`config.mk`:
```
export PLATFORM = sky130hd
export DESIGN_NAME = can_frame_receiver_flat
export DESIGN_NICKNAME = d
export VERILOG_FILES = /design/src/rtl/can_frame_receiver_if.sv /design/src/rtl/can_frame_receiver.sv /design/src/flat_wrapper.sv
export SDC_FILE = /design/constraint.sdc
export NUM_CORES = 1
export LEC_CHECK = 0
export BUFFER_PORTS_ARGS = -buffer_cell sky130_fd_sc_hd__buf_2
export CAP_MARGIN = 20
export CORE_MARGIN = 2
export CORE_UTILIZATION = 51
export DETAILED_ROUTE_END_ITERATION = 12
export HOLD_SLACK_MARGIN = 0.06
export PLACE_DENSITY = 0.8
export SLEW_MARGIN = 20
export SYNTH_ARGS = -nofsm -noshare
export SYNTH_HDL_FRONTEND = slang
export SYNTH_SLANG_ARGS = --single-unit
```
`constraint.sdc`:
```
create_clock -name clk -period 1.4 [get_ports clk]
set_input_delay 0.28 -clock clk [delete_from_list [all_inputs] [get_ports clk]]
set_output_delay 0.28 -clock clk [all_outputs]
set_load 0.1 [all_outputs]
```
`src/rtl/can_frame_receiver_if.sv`:
```
// can_frame_receiver_if: bus bundle between a CAN-style frame receiver and its
// environment.
// Handshake: valid is a one-cycle strobe with no back-pressure (there is no
// ready). id_out/data_out change only in the cycle valid is high and hold
// otherwise. frame_err is an exclusive one-cycle strobe.
// state_dbg mirrors the receiver FSM state for observation only.
`timescale 1ns/1ps
interface can_frame_receiver_if;
    logic        rx;
    logic [10:0] id_out;
    logic [7:0]  data_out;
    logic        valid;
    logic        busy;
    logic        frame_err;
    logic [2:0]  state_dbg;

    // Environment / bus side: drives the line and observes the results
    modport master (
        output rx,
        input  id_out, data_out, valid, busy, frame_err, state_dbg
    );

    // Receiver side
    modport slave (
        input  rx,
        output id_out, data_out, valid, busy, frame_err, state_dbg
    );
endinterface

```
`src/rtl/can_frame_receiver.sv`:
```
// can_frame_receiver: deserialises START, ID[0..10], GAP1, DATA[0..7], GAP2,
// STOP (23 bit times) from a single-wire line that idles high. Each bit is
// sampled at mid-bit using a clock divider restarted at start-bit detection.
// Optional build macro STOP_CHECK_EN: a low stop sample raises frame_err
// instead of valid. Without it the stop sample is ignored and frame_err is 0.
`timescale 1ns/1ps
module can_frame_receiver #(
    parameter int CLKS_PER_BIT = 1,
    parameter int SYNC_STAGES  = 2
) (
    input logic                 clk,
    input logic                 rst_n,
    can_frame_receiver_if.slave bus
);
    localparam int DIV_W       = (CLKS_PER_BIT > 1) ? $clog2(CLKS_PER_BIT) : 1;
    localparam int HALF_LAST_I = (CLKS_PER_BIT > 1) ? (CLKS_PER_BIT / 2) - 1 : 0;
    localparam logic [DIV_W-1:0] HALF_LAST = DIV_W'(HALF_LAST_I);
    localparam logic [DIV_W-1:0] FULL_LAST = DIV_W'(CLKS_PER_BIT - 1);

    typedef enum logic [2:0] {
        IDLE  = 3'd0,
        START = 3'd1,
        ID    = 3'd2,
        GAP1  = 3'd3,
        DATA  = 3'd4,
        GAP2  = 3'd5,
        STOP  = 3'd6
    } state_t;

    state_t                 state_q, state_d;
    logic [SYNC_STAGES-1:0] sync_q;
    logic                   rxs;
    logic [DIV_W-1:0]       div_q;
    logic [3:0]             bit_q;
    logic [10:0]            id_sr;
    logic [7:0]             data_sr;
    logic                   tick;
    logic                   shift_id;
    logic                   shift_data;
    logic                   accept;
    logic                   valid_q;
    logic [10:0]            id_q;
    logic [7:0]             data_q;
`ifdef STOP_CHECK_EN
    logic                   reject;
    logic                   err_q;
`endif

    assign rxs = sync_q[SYNC_STAGES-1];

    // Input synchroniser; resets to the idle (high) line level
    always_ff @(posedge clk or negedge rst_n) begin
        if (!rst_n) begin
            sync_q <= '1;
        end else begin
            sync_q[0] <= bus.rx;
            for (int i = 1; i < SYNC_STAGES; i++) begin
                sync_q[i] <= sync_q[i-1];
            end
        end
    end

    // Sample-point strobe: every clock at one clock per bit, otherwise half a
    // bit into START and a full bit after each earlier sample
    always_comb begin
        tick = 1'b1;
        if (CLKS_PER_BIT > 1) begin
            if (state_q == START) tick = (div_q == HALF_LAST);
            else                  tick = (div_q == FULL_LAST);
        end
    end

    // FSM state register
    always_ff @(posedge clk or negedge rst_n) begin
        if (!rst_n) state_q <= IDLE;
        else        state_q <= state_d;
    end

    // FSM next state and per-sample actions
    always_comb begin
        state_d    = state_q;
        shift_id   = 1'b0;
        shift_data = 1'b0;
        accept     = 1'b0;
`ifdef STOP_CHECK_EN
        reject     = 1'b0;
`endif
        case (state_q)
            IDLE: begin
                // With one clock per bit the detecting sample is also the start sample
                if (!rxs) state_d = (CLKS_PER_BIT == 1) ? ID : START;
            end
            START: begin
                if (tick) state_d = rxs ? IDLE : ID;
            end
            ID: begin
                if (tick) begin
                    shift_id = 1'b1;
                    if (bit_q == 4'd10) state_d = GAP1;
                end
            end
            GAP1: begin
                if (tick) state_d = DATA;
            end
            DATA: begin
                if (tick) begin
                    shift_data = 1'b1;
                    if (bit_q == 4'd7) state_d = GAP2;
                end
            end
            GAP2: begin
                if (tick) state_d = STOP;
            end
            STOP: begin
                if (tick) begin
                    state_d = IDLE;
`ifdef STOP_CHECK_EN
                    if (rxs) accept = 1'b1;
                    else     reject = 1'b1;
`else
                    accept = 1'b1;
`endif
                end
            end
            default: state_d = IDLE;
        endcase
    end

    // Bit and divider counters; both restart on every state change
    always_ff @(posedge clk or negedge rst_n) begin
        if (!rst_n) begin
            div_q <= '0;
            bit_q <= '0;
        end else if (state_d != state_q) begin
            div_q <= '0;
            bit_q <= '0;
        end else if (state_q != IDLE) begin
            if (tick) begin
                div_q <= '0;
                bit_q <= bit_q + 4'd1;
            end else begin
                div_q <= div_q + DIV_W'(1);
            end
        end
    end

    // Shift registers, written LSB first at the bit counter index
    always_ff @(posedge clk or negedge rst_n) begin
        if (!rst_n) begin
            id_sr   <= '0;
            data_sr <= '0;
        end else begin
            if (shift_id)   id_sr[bit_q]        <= rxs;
            if (shift_data) data_sr[bit_q[2:0]] <= rxs;
        end
    end

    // Output registers: results load only with the valid strobe
    always_ff @(posedge clk or negedge rst_n) begin
        if (!rst_n) begin
            valid_q <= 1'b0;
            id_q    <= '0;
            data_q  <= '0;
        end else begin
            valid_q <= accept;
            if (accept) begin
                id_q   <= id_sr;
                data_q <= data_sr;
            end
        end
    end

`ifdef STOP_CHECK_EN
    // Frame error strobe for a low stop sample
    always_ff @(posedge clk or negedge rst_n) begin
        if (!rst_n) err_q <= 1'b0;
        else        err_q <= reject;
    end
    assign bus.frame_err = err_q;
`else
    assign bus.frame_err = 1'b0;
`endif

    assign bus.valid     = valid_q;
    assign bus.id_out    = id_q;
    assign bus.data_out  = data_q;
    assign bus.busy      = (state_q != IDLE) || !rxs;
    assign bus.state_dbg = state_q;
endmodule
```
`src/flat_wrapper.sv`:
```
// flat-port wrapper written by rule: the top's interface ports become plain ports
module can_frame_receiver_flat 
#(
    parameter int CLKS_PER_BIT = 1,
    parameter int SYNC_STAGES  = 2
)
  (clk, rst_n, bus_rx, bus_id_out, bus_data_out, bus_valid, bus_busy, bus_frame_err, bus_state_dbg);
  can_frame_receiver_if bus_i ();
  input logic clk;
  input logic rst_n;
  input wire logic [$bits(bus_i.rx)-1:0] bus_rx;
  output wire logic [$bits(bus_i.id_out)-1:0] bus_id_out;
  output wire logic [$bits(bus_i.data_out)-1:0] bus_data_out;
  output wire logic [$bits(bus_i.valid)-1:0] bus_valid;
  output wire logic [$bits(bus_i.busy)-1:0] bus_busy;
  output wire logic [$bits(bus_i.frame_err)-1:0] bus_frame_err;
  output wire logic [$bits(bus_i.state_dbg)-1:0] bus_state_dbg;
  assign bus_i.rx = bus_rx;
  assign bus_id_out = bus_i.id_out;
  assign bus_data_out = bus_i.data_out;
  assign bus_valid = bus_i.valid;
  assign bus_busy = bus_i.busy;
  assign bus_frame_err = bus_i.frame_err;
  assign bus_state_dbg = bus_i.state_dbg;
  can_frame_receiver #(.CLKS_PER_BIT(CLKS_PER_BIT), .SYNC_STAGES(SYNC_STAGES)) u_core (.clk(clk), .rst_n(rst_n), .bus(bus_i));
endmodule
```
Word level (Yosys, flattened, before mapping)
Cells that the tools add are included.

word-level totals
  bits in writable memories = 0
  word-level logic and storage cells = 45
  input port bits = 3
  output and inout bits = 25
  latch bits = 0
  bits in read-only memories = 0
  memories = 0
  flip-flop bits (word level) = 48

operators by class
  multiplexer cells = 16
  add/subtract/negate cells = 1
  bitwise operators = 0
  equal/unequal tests = 9
  $mul = 0
  order comparisons = 4
  shifts and indexed selects = 0
  divide/modulo/power cells = 0
  reductions and logical operators = 7

operators by type and width
  cell                 number
  $pmux 3 s6           1
  $bwmux 11            1
  $eq 3x3->1 const B   3
  $mux 3               3
  $bwmux 8             1
  $mux 4               2
  $eq 3x2->1 const B   2
  $lt 4x5->1 const B   1
  $mux 1               5
  $add 4x1->4 const B  1
  $demux 1 s4          1
  $eq 4x3->1 const B   1
  $eq 4x4->1 const B   1
  $ge 4x1->1 const B   1
  $lt 3x4->1 const B   1
  $demux 1 s3          1
  $eq 3x1->1 const B   1
  $ge 3x1->1 const B   1
  $logic_not 3->1      1
  $ne 3x3->1           1
  $reduce_bool 3->1    1
  $logic_and 1x1->1    2
  $mux 2               1
  $reduce_bool 2->1    1
  other kinds (2)      2

Logic depth before layout (Yosys ltp)
  word-level depth = 5
  gate-level depth with buffers = 5
  gate-level depth less buffers = 5

Worst setup path before layout
No wires, ideal clock.

  path type = register to output
  start point = register u_core.state_q[0] (netlist: u_core.bus.state_dbg[0])
  end point = output bus_busy
  path buffers = 1
  data required time = 1.120 ns
  data arrival time = 2.146 ns
  stages on the path, launching flop included = 4
  path slack = -1.026 ns
  path through = dfrtp_1 -> buf_6 -> nor3_1 -> nand2_1

between the ends
  word-level cells in the longest chain between the ends = 2

ends and longest elaborated chain
  what                    line                       RTL
  from (decl)             can_frame_receiver.sv:30   state_t state_q, state_d;
  from (signal assigned)  can_frame_receiver.sv:76   else state_q <= state_d;
  $reduce_bool 3->1       can_frame_receiver.sv:187  assign bus.busy = (state_q != IDLE) || !rxs;
  $logic_or 1x1->1        can_frame_receiver.sv:187
  to (decl)               flat_wrapper.sv:15         output wire logic [$bits(bus_i.busy)-1:0] bus_busy;

Every way passes these cells.

Final worst setup path
  start point = register u_core.state_q[2] (netlist: u_core.bus.state_dbg[2])
  end point = register u_core.id_sr[7]

between the ends
  word-level cells in the longest chain between the ends = 2

ends and longest elaborated chain
  what                             line                       RTL
  $eq 3x2->1                       can_frame_receiver.sv:88   case (state_q)
  $mux 1                           can_frame_receiver.sv:88
  to (signal, indexed assignment)  can_frame_receiver.sv:153  if (shift_id) id_sr[bit_q] <= rxs;
  to (decl)                        can_frame_receiver.sv:35   logic [10:0] id_sr;

Every way passes these cells.
A chain may end at the register's enable or synchronous reset.

==> metrics.txt <==
Nets around 220; Worst Path Required ~1.6 ns; Post-Synthesis Cells between 150 and 200; mapped cell area around 2100 um^2; Starting Density 0.529; Synth Warn # 0; Num CTS Buffers 5; average wire per cell in the routed design approximately 20 um; largest net degree at the start of global routing 23; EDFF count, synth 0; final wirelength about 5200 um; Syn Area/Cell around 14 um^2; drt first-iter violations 82; CTS tree yes; antenna violations before repair 0; Top FF cell, synth dfrtp_1; Yosys reg bits 48; share of layout cells above drive strength 1 0.615; HP Start bus_rx; smallest hold slack 0.0738 ns; most frequent cells in the layout dfrtp_1 (42), mux2_4 (28), buf_4 (18); failing checks negative setup slack; unrepaired setup endpoints after global routing true; Die Span X approximately 70 um; clock skew 0.0115 ns; Inserted Diodes 0; Core Region roughly 4000 um^2; Final Hold Violating Endpoints 0; worst skew pair latency roughly 0.31 ns; post-route worst setup slack -0.230 ns; clock sink count 48; CP endpoint kind flip-flop; synth top area cells dfrtp_1 (54%), mux2_1 (20%), dfstp_2 (2.5%), ha_1 (2.4%), nor4b_4 (2.2%); R2R cell count 4; number of global-route vias before repair about 1500; via count approximately 1500; I/O pin count 28; HPWL Detailed about 3000 um; crit path kind flip-flop to flip-flop; post-synthesis cell type count 32; hold path depth 1; Setup crit start u_core.bus.state_dbg[2]$_DFF_PN0_; outcome complete, but fails checks; Yosys top cell area share 0.544; first-pass GRT wire length between 7000 and 8000 um; worst r2r src u_core.bus.state_dbg[2]$_DFF_PN0_; Avg Vias per Cell ~5.5; Max Slew Vio Count 0; FMAX approximately 610 MHz; most common cell after layout, fill and taps aside dfrtp_1; Root Driver clkbuf_8; crit-path max FO 6; P&R area growth vs syn 43.2%; period utilisation layout 1.16; WP data arrival 1.83 ns; Synth async-reset ratio 1.00; Rows 23; H-tree depth 2; startpoint types flip-flop; setup violators final 47; Syn Nets around 160; Max clock buf depth 2; chip height 68.4 um; post-layout min period between 1.5 and 2 ns; grt ovf 0; worst hold path type input pin to flip-flop; Routed Antenna Nets 0; Reg clk slew, reported paths 0.09 ns; Yosys top cell by area dfrtp_1; First-pass DRT Iterations 4; Port-buffer cells 26; register area share after synthesis 0.569; Max Cap Violations 0; Final GP Congestion 0.847; DRC 0; die footprint ~4700 um^2; total track usage 0.227
state kept, by name, indices dropped and copies added, names as in the netlist:
name                  count
u_core.data_sr            8
u_core.bus.valid          1
u_core.bus.state_dbg      3
u_core.id_sr             11
u_core.bit_q              4
u_core.sync_q             2
u_core.bus.id_out        11
u_core.bus.data_out       8
synth_stat cells, types with 3 or more instances:
| cell | instances |
|---|---|
| buf_2 | 3 |
| nand2_1 | 10 |
| nor3_1 | 3 |
| nand3_1 | 9 |
| inv_1 | 3 |
| dfrtp_1 | 46 |
| nand3b_1 | 4 |
| ha_1 | 4 |
| nor2b_1 | 4 |
| mux2_1 | 38 |
layout make-up:
cell class              instances  area (um^2)
well taps                      50         62.6
clock inverters                 2         15.0
fillers                       229          970
repair buffers                 60          544
inverters                       3         11.3
multi-input cells              94         1100
flip-flops and latches         48         1220
clock buffers                   6         82.6
per-stage QoR:
step                      setup WS (ns)  TNS [ns]  cell area (um^2)  cells   util
after CTS                        -0.183     -4.35              2850    258  0.713
final                            -0.230     -5.87              3030    263  0.758
after global placement           -0.104     -1.26              2490    243  0.624
after floorplan                  -0.371     -7.97              2150    154      -
after detailed placement         -0.153     -2.11              2490    243  0.624
after global routing             -0.290     -7.74              3030    263  0.758
what timing repair did:
item                                   in CTS  in global routing
setup endpoints to repair                  47                 53
setup buffers                               6                  6
hold buffers                                1                  0
endpoints found under the hold margin       7                  0
pin swaps                                  19                  9
cloned                                      0                  0
resized for setup                          49                 36
routing by layer:
| layer | track usage | up-vias | routed length (um) |
|---|---|---|---|
| li1 | - | 652 | - |
| met1 | 0.275 | 761 | 2110 |
| met2 | 0.374 | 31 | 2830 |
| met3 | 0.0526 | 14 | 156 |
| met4 | 0.123 | 0 | 131 |
| met5 | 0 | - | 0 |
final timing paths:
kind	to	slack, ns
max	u_core.id_sr[7]$_DFFE_PN0P_	-0.23
min	u_core.sync_q[0]$_DFF_PN1_	0.07
max reg2reg	u_core.id_sr[7]$_DFFE_PN0P_	-0.23
min reg2reg	u_core.sync_q[1]$_DFF_PN1_	0.36
max in group asynchronous	u_core.id_sr[10]$_DFFE_PN0P_	0.49
min in group asynchronous	u_core.bus.state_dbg[0]$_DFF_PN0_	0.36
kinds of logic (layout without fill, tap and decap cells):
group | Yosys count | in the layout | share of synthesized area
mux | 40 | 40 | 0.212
xor+xnor | 2 | 2 | 0.00828
other cells | 1 | 1 | 0.00177
simple gates | 40 | 40 | 0.127
compound gates | 7 | 7 | 0.0248
flops | 48 | 48 | 0.569
buf+inv | 12 | 71 | 0.0337
fa+ha+maj | 4 | 4 | 0.0237
worst max-delay path: stages (launching register included):
cell	delay, ns
dfrtp_4	0.54
buf_8	0.16
nor3b_4	0.35
nand3_2	0.15
mux2_4	0.33
Power is not shown: default switching activity piles up to over one toggle a cycle in this logic, so the estimate is an artifact.
